### src/rtl/param_seq_core.sv
// Parametrised 4-bit-opcode sequencer core: fetches from a combinational ROM, executes one instruction per cycle.
// Latency: single cycle per instruction (PC and register write on the same edge). Backpressure: run=0 freezes PC/regs/sp/state.
// Optional CALL/RET stack built only when PSC_STACK_EN is defined; otherwise CALL/RET are NOPs and fault is tied low.
module param_seq_core #(
    parameter int DATA_W      = 4,
    parameter int F_W         = 4,
    parameter int STACK_DEPTH = 4
) (
    input  logic                  clk,
    input  logic                  reset,
    input  logic                  run,
    output logic [2*F_W-1:0]      progaddr,
    input  logic [4+2*F_W-1:0]    progdata,
    input  logic [2*DATA_W-1:0]   datain,
    output logic [2*DATA_W-1:0]   dataout,
    output logic                  halted,
    output logic                  fault
);
    localparam int PADDR_W = 2 * F_W;
    localparam int INST_W  = 4 + 2 * F_W;
    localparam int NREG    = 2 ** F_W;

    typedef enum logic [1:0] {ST_RUN, ST_HALT, ST_FAULT} state_t;
    typedef enum logic [3:0] {
        OP_NOP, OP_GOTO, OP_CALL, OP_STOP, OP_EJ0, OP_EJ1, OP_CJ0, OP_CJ1,
        OP_MOVE, OP_GIVE, OP_SUB, OP_ADD, OP_EQ, OP_CMP, OP_RET, OP_NOP2
    } op_t;

    state_t                state_q, state_d;
    logic [PADDR_W-1:0]    pc_q, pc_d, pc_inc;
    logic [DATA_W-1:0]     regs_q [NREG];
    logic [DATA_W-1:0]     regs_d [NREG];

    op_t                   op;
    logic [F_W-1:0]        fa, fb;
    logic [PADDR_W-1:0]    target;
    logic [DATA_W-1:0]     ra, rb, imm;
    logic [DATA_W:0]       sum;
    logic                  exec;

`ifdef PSC_STACK_EN
    localparam int SP_W = $clog2(STACK_DEPTH + 1);
    logic [SP_W-1:0]       sp_q, sp_d;
    logic [PADDR_W-1:0]    stack_q [STACK_DEPTH];
    logic [PADDR_W-1:0]    ret_addr;
    logic                  push;
`endif

    assign op     = op_t'(progdata[INST_W-1 -: 4]);
    assign fa     = progdata[2*F_W-1:F_W];
    assign fb     = progdata[F_W-1:0];
    assign target = progdata[PADDR_W-1:0];
    assign ra     = regs_q[fa];
    assign rb     = regs_q[fb];
    assign imm    = DATA_W'(fb);
    assign sum    = {1'b0, ra} + {1'b0, rb};
    assign pc_inc = pc_q + PADDR_W'(1);
    assign exec   = run && (state_q == ST_RUN);

`ifdef PSC_STACK_EN
    always_comb begin
        ret_addr = '0;
        for (int i = 0; i < STACK_DEPTH; i++) begin
            if (sp_q == SP_W'(i + 1)) ret_addr = stack_q[i];
        end
    end
`endif

    always_comb begin
        state_d = state_q;
        pc_d    = pc_q;
        regs_d  = regs_q;
`ifdef PSC_STACK_EN
        sp_d    = sp_q;
        push    = 1'b0;
`endif
        if (exec) begin
            pc_d = pc_inc;
            case (op)
                OP_GOTO: pc_d = target;
                OP_STOP: begin
                    state_d = ST_HALT;
                    pc_d    = pc_q;
                end
                OP_EJ0:  if (!regs_q[2][0]) pc_d = target;
                OP_EJ1:  if (regs_q[2][0])  pc_d = target;
                OP_CJ0:  if (!regs_q[3][0]) pc_d = target;
                OP_CJ1:  if (regs_q[3][0])  pc_d = target;
                OP_MOVE: regs_d[fa] = rb;
                OP_GIVE: regs_d[fa] = imm;
                OP_SUB:  regs_d[fa] = (ra > rb) ? (ra - rb) : (rb - ra);
                OP_ADD: begin
                    regs_d[fa] = sum[DATA_W-1:0];
                    // carry written last so it wins when a selects R1
                    regs_d[1]  = DATA_W'(sum[DATA_W]);
                end
                OP_EQ:   regs_d[2] = DATA_W'(ra == rb);
                OP_CMP:  regs_d[3] = DATA_W'(ra > rb);
`ifdef PSC_STACK_EN
                OP_CALL: begin
                    if (sp_q == SP_W'(STACK_DEPTH)) begin
                        state_d = ST_FAULT;
                        pc_d    = pc_q;
                    end else begin
                        push = 1'b1;
                        sp_d = sp_q + SP_W'(1);
                        pc_d = target;
                    end
                end
                OP_RET: begin
                    if (sp_q == '0) begin
                        state_d = ST_FAULT;
                        pc_d    = pc_q;
                    end else begin
                        sp_d = sp_q - SP_W'(1);
                        pc_d = ret_addr;
                    end
                end
`endif
                default: ;
            endcase
        end
        // input port registers track datain regardless of run/state
        regs_d[4] = datain[DATA_W-1:0];
        regs_d[5] = datain[2*DATA_W-1:DATA_W];
    end

    always_ff @(posedge clk or negedge reset) begin
        if (!reset) begin
            state_q <= ST_RUN;
            pc_q    <= '0;
            for (int i = 0; i < NREG; i++) regs_q[i] <= '0;
        end else begin
            state_q <= state_d;
            pc_q    <= pc_d;
            regs_q  <= regs_d;
        end
    end

`ifdef PSC_STACK_EN
    always_ff @(posedge clk or negedge reset) begin
        if (!reset) begin
            sp_q <= '0;
            for (int i = 0; i < STACK_DEPTH; i++) stack_q[i] <= '0;
        end else begin
            sp_q <= sp_d;
            for (int i = 0; i < STACK_DEPTH; i++) begin
                if (push && (sp_q == SP_W'(i))) stack_q[i] <= pc_inc;
            end
        end
    end
    assign fault = (state_q == ST_FAULT);
`else
    assign fault = 1'b0;
`endif

    assign progaddr = pc_q;
    assign dataout  = {regs_q[7], regs_q[6]};
    assign halted   = (state_q != ST_RUN);
endmodule

### config.mk
export PLATFORM = sky130hd
export DESIGN_NAME = param_seq_core
export DESIGN_NICKNAME = d
export VERILOG_FILES = /design/src/rtl/param_seq_core.sv
export SDC_FILE = /design/constraint.sdc
export NUM_CORES = 1
export LEC_CHECK = 0
export CAP_MARGIN = 10
export CELL_PAD_IN_SITES_DETAIL_PLACEMENT = 0
export CELL_PAD_IN_SITES_GLOBAL_PLACEMENT = 2
export CORE_MARGIN = 4
export CORE_UTILIZATION = 38
export CTS_CLUSTER_DIAMETER = 150
export DETAILED_ROUTE_END_ITERATION = 6
export PLACE_DENSITY_LB_ADDON = 0.1
export RECOVER_POWER = 50
export SLEW_MARGIN = 20
export SYNTH_ARGS = -nofsm -noshare
export SYNTH_HDL_FRONTEND = slang
export SYNTH_SLANG_ARGS = --single-unit
### constraint.sdc
create_clock -name clk -period 4.6 [get_ports clk]
set_clock_uncertainty 0.05 [all_clocks]
set_input_delay 0.69 -clock clk [delete_from_list [all_inputs] [get_ports clk]]
set_output_delay 0.69 -clock clk [all_outputs]
set_load 0.02 [all_outputs]
# Word-level counts from Yosys, hierarchy flattened
# Index checks and enable logic that the tools add are counted.
# W data, S select, Z words.
[op_classes]
n_addsub = 4
n_lt_le_gt_ge = 4
eq_ne = 13
mux = 22
bitwise = 3
reduce_logical = 11
[op_table]
columns = ["op", "n"]
rows = [
  ["$bwmux W64", 4],
  ["$pmux W40 S4", 1],
  ["$pmux W8 S6", 1],
  ["$pmux W4 S5", 2],
  ["$bmux W4 S4", 2],
  ["$mux W8", 4],
  ["$pmux W8 S4", 1],
  ["$eq A4 B4 Y1 const B", 6],
  ["$mux W4", 6],
  ["$demux W4 S4", 1],
  ["$eq A4 B3 Y1 const B", 4],
  ["$ge A5 B5 Y1 const B", 2],
  ["$not A4 Y5", 2],
  ["$reduce_and A2 Y1", 5],
  ["$reduce_bool A5 Y1", 2],
  ["$add A8 B1 Y8 const B", 1],
  ["$sub A4 B4 Y4", 2],
  ["$add A4 B4 Y5", 1],
  ["$lt A5 B1 Y1 const B", 1],
  ["$eq A4 B1 Y1 const B", 1],
  ["$eq A4 B2 Y1 const B", 1],
  ["$eq A4 B4 Y1", 1],
  ["$gt A4 B4 Y1", 1],
  ["$reduce_bool A4 Y1", 1],
  ["other kinds (3)", 4],
]
[totals]
register_bits = 73
input_bits = 23
output_inout_bits = 18
elab_cells = 75

# Longest topological paths before layout
[depth]
ltp_word = 8
ltp_mapped = 14
depth_no_buf = 12

# Worst setup path after synthesis
# No wires, ideal clock.
[synth_timing]
path_type = "input-to-reg"
from = "input port progdata[4]"
to = "register with a tool-made name"
setup_time_ns = 0.082
t_arrival_ns = 4.246
t_required_ns = 4.468
setup_slack_ns = 0.222
path_stages = 12
n_path_buf = 3
cell_sequence = "buf_1 > mux4_2 > mux4_2 > ha_1 > clkbuf_1 > a21oi_1 > a21boi_1 > mux2_2 > mux2i_1 > clkbuf_1 > o21ai_0 > a31oi_1"
[synth_lines]
columns = ["element", "line", "source"]
rows = [
  ["from (decl)", "13", "input logic [4+2*F_W-1:0] progdata,"],
]

==> report_table.html <==
<table>
<tr><th>Metric</th><th>Value</th></tr>
<tr><th colspan="2">Yosys</th></tr>
<tr><td>Yosys cell types</td><td>68</td></tr>
<tr><td>Async set-reset flop share out of synthesis</td><td>100%</td></tr>
<tr><td>Most frequently used flop master after synthesis</td><td>sky130_fd_sc_hd__dfrtp_1</td></tr>
<tr><td>Post-synth net total</td><td>between 700 and 800</td></tr>
<tr><td>Fraction of the yosys area taken by sequential cells</td><td>30.7%</td></tr>
<tr><td>Post-synthesis instance area</td><td>5950 sq um</td></tr>
<tr><td>Synth Instances</td><td>669</td></tr>
<tr><td>Syn. warnings</td><td>0</td></tr>
<tr><td>Number of storage elements in the synthesis netlist</td><td>73</td></tr>
<tr><td>EDFF count, synth</td><td>0</td></tr>
<tr><td>Average cell area after synthesis</td><td>8.90 sq um</td></tr>
<tr><th colspan="2">Clock tree</th></tr>
<tr><td>Number of H-tree levels</td><td>3</td></tr>
<tr><td># hold bufs at CTS</td><td>0</td></tr>
<tr><td>Clock net sink count</td><td>73</td></tr>
<tr><td>Post-CTS repair timing setup buffer count</td><td>0</td></tr>
<tr><td>Clock tree from TritonCTS</td><td>done</td></tr>
<tr><td>Root buffer selected by CTS</td><td>sky130_fd_sc_hd__clkbuf_16</td></tr>
<tr><td>Max clock buf depth</td><td>2</td></tr>
<tr><td>CTS buffer count</td><td>9</td></tr>
<tr><td>Clk Latency, worst-skew pair</td><td>0.36 ns</td></tr>
<tr><td>Clock transition at the register clock pins on the worst setup and hold paths after CTS</td><td>0.07 ns</td></tr>
<tr><th colspan="2">Routing</th></tr>
<tr><td>1st-iter DRT viols</td><td>454</td></tr>
<tr><td>Total vias in the final route</td><td>roughly 5.7k</td></tr>
<tr><td>Via-per-instance ratio</td><td>6.21</td></tr>
<tr><td>Post-detailed-route DRC marker count</td><td>0</td></tr>
<tr><td>Total routed wirelength</td><td>22.0 mm</td></tr>
<tr><td>First-pass DRT Iterations</td><td>5</td></tr>
<tr><td>WL per Instance</td><td>23.8 microns</td></tr>
<tr><td>Number of routed nets with antenna violations</td><td>0</td></tr>
<tr><th colspan="2">Floorplan</th></tr>
<tr><td>Ports placed on the boundary</td><td>41</td></tr>
<tr><td>X dimension of the die</td><td>133 microns</td></tr>
<tr><td>Core Region</td><td>15300 sq um</td></tr>
<tr><td>Initial cell density of the core</td><td>39.0%</td></tr>
<tr><td>Total Die Area</td><td>17700 sq um</td></tr>
<tr><td>Die span in y</td><td>133 microns</td></tr>
<tr><td>FP Rows</td><td>45</td></tr>
<tr><th colspan="2">Global routing</th></tr>
<tr><td>Global routing usage summed across all routing layers</td><td>about 25%</td></tr>
<tr><td>First-pass GRT wire length</td><td>34.0 mm</td></tr>
<tr><td>Vias in the first global route</td><td>5522</td></tr>
<tr><td>Initial antenna violation count</td><td>0</td></tr>
<tr><td>Total congestion overflow</td><td>0</td></tr>
<tr><td>Pin count of the biggest net entering global routing</td><td>74</td></tr>
<tr><th colspan="2">STA</th></tr>
<tr><td>Worst path setup slack after routing</td><td>0.294 ns</td></tr>
<tr><td>Total setup violations reported at the end of the flow</td><td>0</td></tr>
<tr><td>Count of final hold-check violations</td><td>0</td></tr>
<tr><td>Minimum clock period after layout</td><td>4.31 ns</td></tr>
<tr><td>Count of final max-slew check failures</td><td>74</td></tr>
<tr><td>Setup repair after global routing missed its margin</td><td>no</td></tr>
<tr><td>Worst slew margin relative to its limit</td><td>-32.8%</td></tr>
<tr><td>Portion of the clock cycle consumed by the worst path in the final layout</td><td>around 94%</td></tr>
<tr><td>Highest Clock Rate</td><td>232 MHz</td></tr>
<tr><td>Measured slew at the worst slew-check pin</td><td>1.99 ns</td></tr>
<tr><th colspan="2">Final layout</th></tr>
<tr><td>Most frequent cells in the layout</td><td>sky130_fd_sc_hd__o21ai_0 (76), sky130_fd_sc_hd__dfrtp_1 (73), sky130_fd_sc_hd__nand2_1 (66)</td></tr>
<tr><td>Net count reported at finish</td><td>747</td></tr>
<tr><td>Number of antenna repair diodes</td><td>0</td></tr>
<tr><td>Area growth, synth to finish</td><td>18.5%</td></tr>
<tr><td>Leading cell type in the layout, fill and taps excluded</td><td>sky130_fd_sc_hd__o21ai_0</td></tr>
<tr><td>Final Non-Filler Cells</td><td>between 900 and 1k</td></tr>
<tr><td>Proportion of layout cells with a drive suffix above 1</td><td>16.0%</td></tr>
<tr><th colspan="2">Run</th></tr>
<tr><td>Total of max-cap violations</td><td>1</td></tr>
<tr><th colspan="2">Power</th></tr>
<tr><td>Leakage power summed over all cells</td><td>about 3 nW</td></tr>
<tr><td>P per Cell Area</td><td>between 300 and 400 nW/um^2</td></tr>
<tr><td>Post-layout total power</td><td>around 2.7 mW</td></tr>
<tr><td>Max VDD drop</td><td>about 180 uV</td></tr>
<tr><th colspan="2">Place</th></tr>
<tr><td>Placed Instances</td><td>909</td></tr>
<tr><td>DP Worst Slack</td><td>-0.149 ns</td></tr>
<tr><td>Last weighted congestion value of the routability-driven placer</td><td>0.894</td></tr>
<tr><td>I/O Buffers</td><td>39</td></tr>
<tr><td>Placed wire-length estimate after detailed placement</td><td>16.5 mm</td></tr>
<tr><th colspan="2">Critical path</th></tr>
<tr><td>Worst r2r path cells</td><td>13</td></tr>
<tr><td>Critical path launch point type</td><td>input port</td></tr>
<tr><td>Worst path arrival time</td><td>about 4.5 ns</td></tr>
<tr><td>Crit end category</td><td>flip-flop</td></tr>
<tr><td>Critical Path RT</td><td>4.78 ns</td></tr>
<tr><td>Highest net fanout along the worst path</td><td>7</td></tr>
<tr><td>Kind of critical path</td><td>in2reg</td></tr>
<tr><td>Worst setup slack for register-to-register paths</td><td>about 0.76 ns</td></tr>
<tr><th colspan="2">Min path</th></tr>
<tr><td>Hold path cells</td><td>2</td></tr>
<tr><td>Path category of the worst min-delay check</td><td>reg2reg</td></tr>
<tr><th colspan="2">Outcome</th></tr>
<tr><td>Status</td><td>finished, violations left</td></tr>
<tr><td>Violated checks</td><td>max-capacitance violations, max-slew violations</td></tr>
</table>
==> timing repair <==
item | CTS | global route
hold endpoints to repair | 0 | 0
setup endpoints to repair | 0 | 1
resized for setup | 0 | 1
==> kinds of logic after synthesis <==
group / count (synthesis) / share of synthesized area, %
buffers and inverters: 90 / 6.79
DFF: 73 / 30.7
xor gates and xnor gates: 4 / 0.589
muxes: 56 / 18.1
AOI/OAI and AO/OA: 238 / 25.3
adders and majority gates: 15 / 3.53
and+or+nand+nor: 192 / 15.0
other: 1 / 0.0630
==> critical path, stage by stage <==
cell and delay (ns):
sky130_fd_sc_hd__clkdlybuf4s50_1 0.47, sky130_fd_sc_hd__buf_4 0.17, sky130_fd_sc_hd__mux4_1 0.55, sky130_fd_sc_hd__mux4_2 0.58, sky130_fd_sc_hd__ha_1 0.26, sky130_fd_sc_hd__inv_1 0.09
sky130_fd_sc_hd__fa_1 0.22, sky130_fd_sc_hd__nand3_1 0.11, sky130_fd_sc_hd__a21boi_2 0.23, sky130_fd_sc_hd__mux2_2 0.42, sky130_fd_sc_hd__buf_4 0.15, sky130_fd_sc_hd__a2111oi_0 0.42
sky130_fd_sc_hd__o31ai_1 0.11
==> worst max path at each step <==
stage / startpoint / end / depth (start not counted)
floorplan: progdata[4] / flip-flop / 12
global placement: progdata[0] / flip-flop / 14
detailed placement: progdata[0] / flip-flop / 13
CTS: progdata[0] / flip-flop / 13
global route: progdata[0] / flip-flop / 13
finish: progdata[0] / flip-flop / 13
==> per-stage QoR <==
step / hold slack [ns] / setup TNS, ns / util [%] / cell area, sq um
finish: 0.464 / 0 / 46.2 / 7050
global route: 0.493 / 0 / 46.2 / 7050
CTS: 0.466 / 0 / 46.2 / 7050
detailed placement: 0.453 / -2.24 / 44.2 / 6740
global placement: 0.442 / -0.0126 / 44.2 / 6740
floorplan: 0.344 / 0 / - / 5950
==> power by group <==
group / internal [mW] / switching, mW
Combinational: 0.480 / 0.579
Clock: 0.431 / 0.337
Sequential: 0.742 / 0.142
==> cell type report <==
type	instances	area (sq um)
clock buffer	9	225
inverter	33	124
tap	211	264
sequential	73	1830
multi-input combinational	506	3750
clock inverter	7	83.8
fill	1480	8210
timing repair buffer	86	783
==> cell usage after synthesis, types with 8 or more instances <==
cell                       number  area share, %
sky130_fd_sc_hd__buf_4         11            1.4
sky130_fd_sc_hd__mux2i_1       11            1.8
sky130_fd_sc_hd__a211o_1        9            1.3
sky130_fd_sc_hd__buf_2          8           0.67
sky130_fd_sc_hd__nor3_1        11           0.92
sky130_fd_sc_hd__o31ai_1       14            1.8
sky130_fd_sc_hd__nand2b_1       9           0.95
sky130_fd_sc_hd__a21o_1        11            1.4
sky130_fd_sc_hd__dfrtp_1       73             31
sky130_fd_sc_hd__o211ai_1       8            1.0
sky130_fd_sc_hd__nor2_1        56            3.5
sky130_fd_sc_hd__clkbuf_1      31            2.0
sky130_fd_sc_hd__nand2_1       66            4.2
sky130_fd_sc_hd__ha_1          12            2.5
sky130_fd_sc_hd__a21oi_1       38            3.2
sky130_fd_sc_hd__inv_1         33            2.1
sky130_fd_sc_hd__mux4_2        31             12
sky130_fd_sc_hd__nor2b_1       10            1.1
sky130_fd_sc_hd__a31oi_1       14            1.5
sky130_fd_sc_hd__o22ai_1       14            1.5
sky130_fd_sc_hd__o21ai_0       76            6.4
sky130_fd_sc_hd__nand3_1       15            1.3
sky130_fd_sc_hd__o21ai_1       13            1.1
==> per-layer routing <==
layer	GRT usage (%)	share of wire, %	wire length (microns)
met1	34.6	44	9730
met2	40.3	47	10400
met3	3.44	5.6	1240
met4	9.09	2.7	588
met5	0	0	0
(Power assumes the default switching activity.)
